File: config.mk
export PLATFORM = sky130hd
export DESIGN_NAME = alu_ctrl_stage
export DESIGN_NICKNAME = d
export VERILOG_FILES = /design/src/rtl/alu_ctrl_stage.sv
export SDC_FILE = /design/constraint.sdc
export NUM_CORES = 1
export LEC_CHECK = 0
export BUFFER_PORTS_ARGS = -buffer_cell sky130_fd_sc_hd__buf_2
export CORE_MARGIN = 2
export CORE_UTILIZATION = 45
export DETAILED_ROUTE_END_ITERATION = 7
export GPL_ROUTABILITY_DRIVEN = 0
export PLACE_DENSITY_LB_ADDON = 0.08
export REMOVE_ABC_BUFFERS = 1
export SLEW_MARGIN = 20
export SYNTH_ARGS = -nofsm -noshare
export SYNTH_HDL_FRONTEND = slang
export SYNTH_SLANG_ARGS = --single-unit
export TNS_END_PERCENT = 30
File: constraint.sdc
create_clock -name clk -period 3.15 [get_ports clk]
set_input_delay 0.315 -clock clk [delete_from_list [all_inputs] [get_ports clk]]
set_output_delay 0.315 -clock clk [all_outputs]
set_load 0.01 [all_outputs]
File: src/rtl/alu_ctrl_stage.sv
// alu_ctrl_stage: ID/EX ALU-control stage. Decodes aluop/funct3/funct7/opcode
// into a registered ALU op code behind a valid/ready handshake with flush.
// Optional macro M_EXT_EN adds RV32M decode plus MUL/DIV busy tracking;
// without it busy is tied low and no FSM/counter is built.
module alu_ctrl_stage #(
   parameter int unsigned CTRL_W  = 5,
   parameter int unsigned MUL_LAT = 3,
   parameter int unsigned DIV_LAT = 32,
   parameter int unsigned CNT_W   = 6
) (
   input  logic              clk,
   input  logic              rst_n,
   input  logic              in_valid,
   output logic              in_ready,
   input  logic [1:0]        aluop,
   input  logic [2:0]        funct3,
   input  logic [6:0]        funct7,
   input  logic [6:0]        opcode,
   input  logic              flush,
   output logic              out_valid,
   input  logic              out_ready,
   output logic [CTRL_W-1:0] alu_ctr,
   output logic              illegal,
   output logic              busy
);

   localparam int unsigned OP_W = 5;

   localparam logic [OP_W-1:0] C_AND  = 5'b00000;
   localparam logic [OP_W-1:0] C_OR   = 5'b00001;
   localparam logic [OP_W-1:0] C_ADD  = 5'b00010;
   localparam logic [OP_W-1:0] C_SLL  = 5'b00011;
   localparam logic [OP_W-1:0] C_BCMP = 5'b00100;
   localparam logic [OP_W-1:0] C_XOR  = 5'b00101;
   localparam logic [OP_W-1:0] C_SUB  = 5'b00110;
   localparam logic [OP_W-1:0] C_SLT  = 5'b00111;
   localparam logic [OP_W-1:0] C_SLTU = 5'b01000;
   localparam logic [OP_W-1:0] C_SRL  = 5'b01001;
   localparam logic [OP_W-1:0] C_JAL  = 5'b01010;
   localparam logic [OP_W-1:0] C_JALR = 5'b01011;
   localparam logic [OP_W-1:0] C_SRA  = 5'b01100;

   localparam logic [6:0] OPC_JAL  = 7'b1101111;
   localparam logic [6:0] OPC_JALR = 7'b1100111;
   localparam logic [6:0] F7_BASE  = 7'b0000000;
   localparam logic [6:0] F7_ALT   = 7'b0100000;
`ifdef M_EXT_EN
   localparam logic [6:0] F7_MULDIV = 7'b0000001;
`endif

   logic [OP_W-1:0]   w_dec_ctr;
   logic              w_dec_ill;
   logic              w_in_fire;
   logic              w_out_fire;
   logic              w_busy;
   logic              r_out_valid;
   logic [CTRL_W-1:0] r_alu_ctr;
   logic              r_illegal;
`ifdef M_EXT_EN
   logic              w_dec_mul;
   logic              w_dec_div;
   logic              r_cls_mul;
   logic              r_cls_div;
`endif

   // Combinational decode of the incoming instruction fields
   always_comb begin
      w_dec_ctr = C_AND;
      w_dec_ill = 1'b0;
`ifdef M_EXT_EN
      w_dec_mul = 1'b0;
      w_dec_div = 1'b0;
`endif
      if (opcode == OPC_JAL) begin
         w_dec_ctr = C_JAL;
      end else if (opcode == OPC_JALR) begin
         w_dec_ctr = C_JALR;
      end else begin
         case (aluop)
            2'b00: w_dec_ctr = C_ADD;
            2'b01: begin
               case (funct3)
                  3'b000:  w_dec_ctr = C_SUB;
                  3'b001:  w_dec_ctr = C_BCMP;
                  3'b100:  w_dec_ctr = C_BCMP;
                  3'b101:  w_dec_ctr = C_SUB;
                  3'b110:  w_dec_ctr = C_SLTU;
                  3'b111:  w_dec_ctr = C_SLTU;
                  default: w_dec_ill = 1'b1;
               endcase
            end
            2'b10: begin
               if (funct7 == F7_BASE || funct7 == F7_ALT) begin
                  case (funct3)
                     3'b000:  w_dec_ctr = funct7[5] ? C_SUB : C_ADD;
                     3'b001:  w_dec_ctr = C_SLL;
                     3'b010:  w_dec_ctr = C_SLT;
                     3'b011:  w_dec_ctr = C_SLTU;
                     3'b100:  w_dec_ctr = C_XOR;
                     3'b101:  w_dec_ctr = funct7[5] ? C_SRA : C_SRL;
                     3'b110:  w_dec_ctr = C_OR;
                     default: w_dec_ctr = C_AND;
                  endcase
               end
`ifdef M_EXT_EN
               else if (funct7 == F7_MULDIV) begin
                  w_dec_ctr = {2'b10, funct3};
                  w_dec_mul = ~funct3[2];
                  w_dec_div = funct3[2];
               end
`endif
               else begin
                  w_dec_ill = 1'b1;
               end
            end
            default: begin
               // I-type: no SUBI; funct7 only meaningful for shifts
               case (funct3)
                  3'b000:  w_dec_ctr = C_ADD;
                  3'b001: begin
                     if (funct7 == F7_BASE) w_dec_ctr = C_SLL;
                     else                   w_dec_ill = 1'b1;
                  end
                  3'b010:  w_dec_ctr = C_SLT;
                  3'b011:  w_dec_ctr = C_SLTU;
                  3'b100:  w_dec_ctr = C_XOR;
                  3'b101: begin
                     if (funct7 == F7_ALT)       w_dec_ctr = C_SRA;
                     else if (funct7 == F7_BASE) w_dec_ctr = C_SRL;
                     else                        w_dec_ill = 1'b1;
                  end
                  3'b110:  w_dec_ctr = C_OR;
                  default: w_dec_ctr = C_AND;
               endcase
            end
         endcase
      end
   end

   assign in_ready   = (~r_out_valid | out_ready) & ~w_busy & ~flush;
   assign w_in_fire  = in_valid & in_ready;
   assign w_out_fire = r_out_valid & out_ready;

   // Output register: flush kills, new load replaces, acceptance drains
   always_ff @(posedge clk) begin
      if (!rst_n) begin
         r_out_valid <= 1'b0;
         r_alu_ctr   <= '0;
         r_illegal   <= 1'b0;
      end else if (flush) begin
         r_out_valid <= 1'b0;
         r_illegal   <= 1'b0;
      end else if (w_in_fire) begin
         r_out_valid <= 1'b1;
         r_alu_ctr   <= CTRL_W'(w_dec_ctr);
         r_illegal   <= w_dec_ill;
      end else if (w_out_fire) begin
         r_out_valid <= 1'b0;
      end
   end

`ifdef M_EXT_EN
   typedef enum logic {S_IDLE, S_BUSY} state_t;

   state_t           r_state;
   state_t           w_state_nxt;
   logic [CNT_W-1:0] r_cnt;
   logic [CNT_W-1:0] w_cnt_nxt;

   // Class of the held op, consulted when EX accepts it
   always_ff @(posedge clk) begin
      if (!rst_n) begin
         r_cls_mul <= 1'b0;
         r_cls_div <= 1'b0;
      end else if (w_in_fire) begin
         r_cls_mul <= w_dec_mul;
         r_cls_div <= w_dec_div;
      end
   end

   // Busy FSM state and occupancy counter registers
   always_ff @(posedge clk) begin
      if (!rst_n) begin
         r_state <= S_IDLE;
         r_cnt   <= '0;
      end else begin
         r_state <= w_state_nxt;
         r_cnt   <= w_cnt_nxt;
      end
   end

   // Busy FSM next state: enter on EX acceptance of a multi-cycle op
   always_comb begin
      w_state_nxt = r_state;
      w_cnt_nxt   = r_cnt;
      if (flush) begin
         w_state_nxt = S_IDLE;
         w_cnt_nxt   = '0;
      end else begin
         case (r_state)
            S_IDLE: begin
               if (w_out_fire && r_cls_mul && (MUL_LAT > 1)) begin
                  w_state_nxt = S_BUSY;
                  w_cnt_nxt   = CNT_W'(MUL_LAT - 1);
               end else if (w_out_fire && r_cls_div && (DIV_LAT > 1)) begin
                  w_state_nxt = S_BUSY;
                  w_cnt_nxt   = CNT_W'(DIV_LAT - 1);
               end
            end
            default: begin
               if (r_cnt <= CNT_W'(1)) begin
                  w_state_nxt = S_IDLE;
                  w_cnt_nxt   = '0;
               end else begin
                  w_cnt_nxt = r_cnt - CNT_W'(1);
               end
            end
         endcase
      end
   end

   assign w_busy = (r_state == S_BUSY);
`else
   logic [CNT_W-1:0] w_unused_lat;

   assign w_busy       = 1'b0;
   assign w_unused_lat = CNT_W'(MUL_LAT) ^ CNT_W'(DIV_LAT);
`endif

   assign out_valid = r_out_valid;
   assign alu_ctr   = r_alu_ctr;
   assign illegal   = r_illegal;
   assign busy      = w_busy;

endmodule

==> results.tsv <==
metric	value	unit
outcome	finished clean	
synth_enable_flop_cells	0	
ys_seq_area_share	20.47	%
h-tree-depth	1	
die_x	40.11	um
port_buffers	30	
cp-end-kind	flop	
synth.ff_latch_count	6	
setup.worst_path.class	in -> reg	
drc	0	
r2r_cells	4	
synth.distinct_cells	40	
postRouteAntennaNets	0	
peakVddDrop	0.0001790	V
placed_cell_area	721.9	um^2
post_cts_buffers	0	
dp_hpwl	1119	um
grt_pass1_vias	581	
area_delta_synth_final	26.87	%
postCtsHoldBufs	0	
vias_per_cell	5.858	
worst_setup_path_start_kind	input port	
drive_gt1_share	37.14	%
drt_iter0_markers	18	
cts_buffer_depth	2	
start_util	46.85	%
min_path_type	in -> reg	
vias	703	
worstPathArrival	1.46	ns
synthFlopType	dfxtp_1	
crit_path_max_fanout	5	
slew_headroom	58.47	%
cts_tree	built	
path_cells	buf_2 > and4b_1 > and3_1 > a2111oi_0 > nor4_2	
slew_violations	0	
die_y	40.11	um
skew	0.0001370	ns
grtUsageTotal	19.91	%
slowest_stage	a2111oi_0	
yosys_warnings	0	
post-route-min-period	1.349	ns
cts-root-buf	clkbuf_4	
grt_max_degree	15	
grt_first_pass_wirelength	2221	um
required	3.26	ns
fin_tns_setup	0	ns
p_leak	0.3516	nW
tightest_slew	0.6072	ns
diodes	0	
timing.fmax	741.1	MHz
clkTransAtPathRegs	0.04	ns
slowest_delay	0.56	ns
rsz0062_at_grt	no	
cts_buffers	3	
postSynthAreaPerCell	7.523	um^2
clkSinkCount	6	
p_per_area	289.3	nW/um^2
holdWs	0.3220	ns
stdcell_area	744.5	um^2
min_period_over_period	42.83	%
post-place-ws	1.571	ns
core-area	1252	um^2
ios	33	
clk_latency	0.24	ns
nNetsFinal	131	
synthCells	78	
fin_ws	1.801	ns
firstDrtPassIters	4	
wl	1430	um
drt-wirelength-per-cell	11.92	um
async_flop_share	0	%
grt_overflow	0	
cts-resized-gates	0	
antenna_found_initial	0	
drv_cap	0	
row_count	13	
worstHoldPathCells	2	
setup_viol	0	
syn-cell-area	586.8	um^2
die_area	1609	um^2
hold_violations	0	
final timing paths:
kind / start / endpoint / slack (ns)
worst max-delay path: opcode[5] / alu_ctr[0] / 1.80
worst min-delay path: in_valid / out_valid / 0.32
worst max register to register: out_valid / alu_ctr[0] / 1.92
worst min register to register: alu_ctr[2] / alu_ctr[2] / 0.47
routing by layer:
metal / track usage (%) / part of all wire, % / up-vias
li1: - / - / 348
met1: 23.59 / 45 / 321
met2: 35.08 / 47 / 32
met3: 6.667 / 7.6 / 2
met4: 2.586 / 0.42 / 0
met5: 0 / 0 / -
cells by family after synthesis:
family / share of synthesized area (%)
DFF: 20.47
buffers and inverters: 9.594
and+or+nand+nor: 33.26
xor gates and xnor gates: 1.493
other: 0.6390
AOI/OAI and AO/OA: 34.54
stage by stage:
stage | cells | util (%) | power, mW
after floorplan | 72 | - | 0.1151
after global placement | 117 | 57.64 | 0.1463
after detailed placement | 117 | 57.64 | 0.1468
after CTS | 120 | 59.44 | 0.2172
after global routing | 120 | 59.44 | 0.2299
final | 120 | 59.44 | 0.2154
critical path: cells and delay by family:
| kind | cells | cell delay [ns] |
|---|---|---|
| and+or+nand+nor | 3 | 0.49 |
| buffers and inverters | 1 | 0.09 |
| AOI/OAI and AO/OA | 1 | 0.56 |
cell type report:
class	instances	area, um^2
flip-flops and latches	6	120.1
repair buffers	30	150.1
fillers	108	508.0
well taps	15	18.77
clock buffers	3	22.52
multi-input cells	61	414.1
inverters	5	18.77
registers in the layout (all words and copies together), names as in the netlist:
name / count
alu_ctr: 4
illegal: 1
out_valid: 1
where the power goes:
group	total [mW]	switching, mW	internal (mW)
logic	0.0648	0.0363	0.0285
registers	0.0815	0.00156	0.0800
clock network	0.0691	0.0261	0.0430
total	0.215	0.0639	0.151
cells in the mapped netlist (all sizes together), types with 2 or more instances:
cell / n / area share (%)
a211oi: 2 / 3.4
a21oi: 3 / 2.6
a31oi: 3 / 3.2
and3: 5 / 5.3
buf: 5 / 5.1
clkbuf: 2 / 1.3
dfxtp: 6 / 20
inv: 5 / 3.2
nand2: 2 / 1.3
nand2b: 3 / 3.2
nand3: 2 / 1.7
nor2: 7 / 4.9
nor2b: 2 / 2.1
nor4: 3 / 5.3
o2111ai: 3 / 4.5
o21a: 2 / 2.6
o21ai: 5 / 4.3
cell usage in the layout, fill, tap and decap left out, types with 3 or more instances in the layout:
cell type,netlist,routed
a31oi_1,3,3
nor2_1,6,6
o2111ai_1,3,3
and3_1,5,5
o21ai_0,3,3
clkbuf_4,0,3
a21oi_1,3,3
dfxtp_1,6,6
buf_2,3,30
inv_1,5,5
nand2b_1,3,3
No activity file was read; power rests on OpenSTA's default activity.
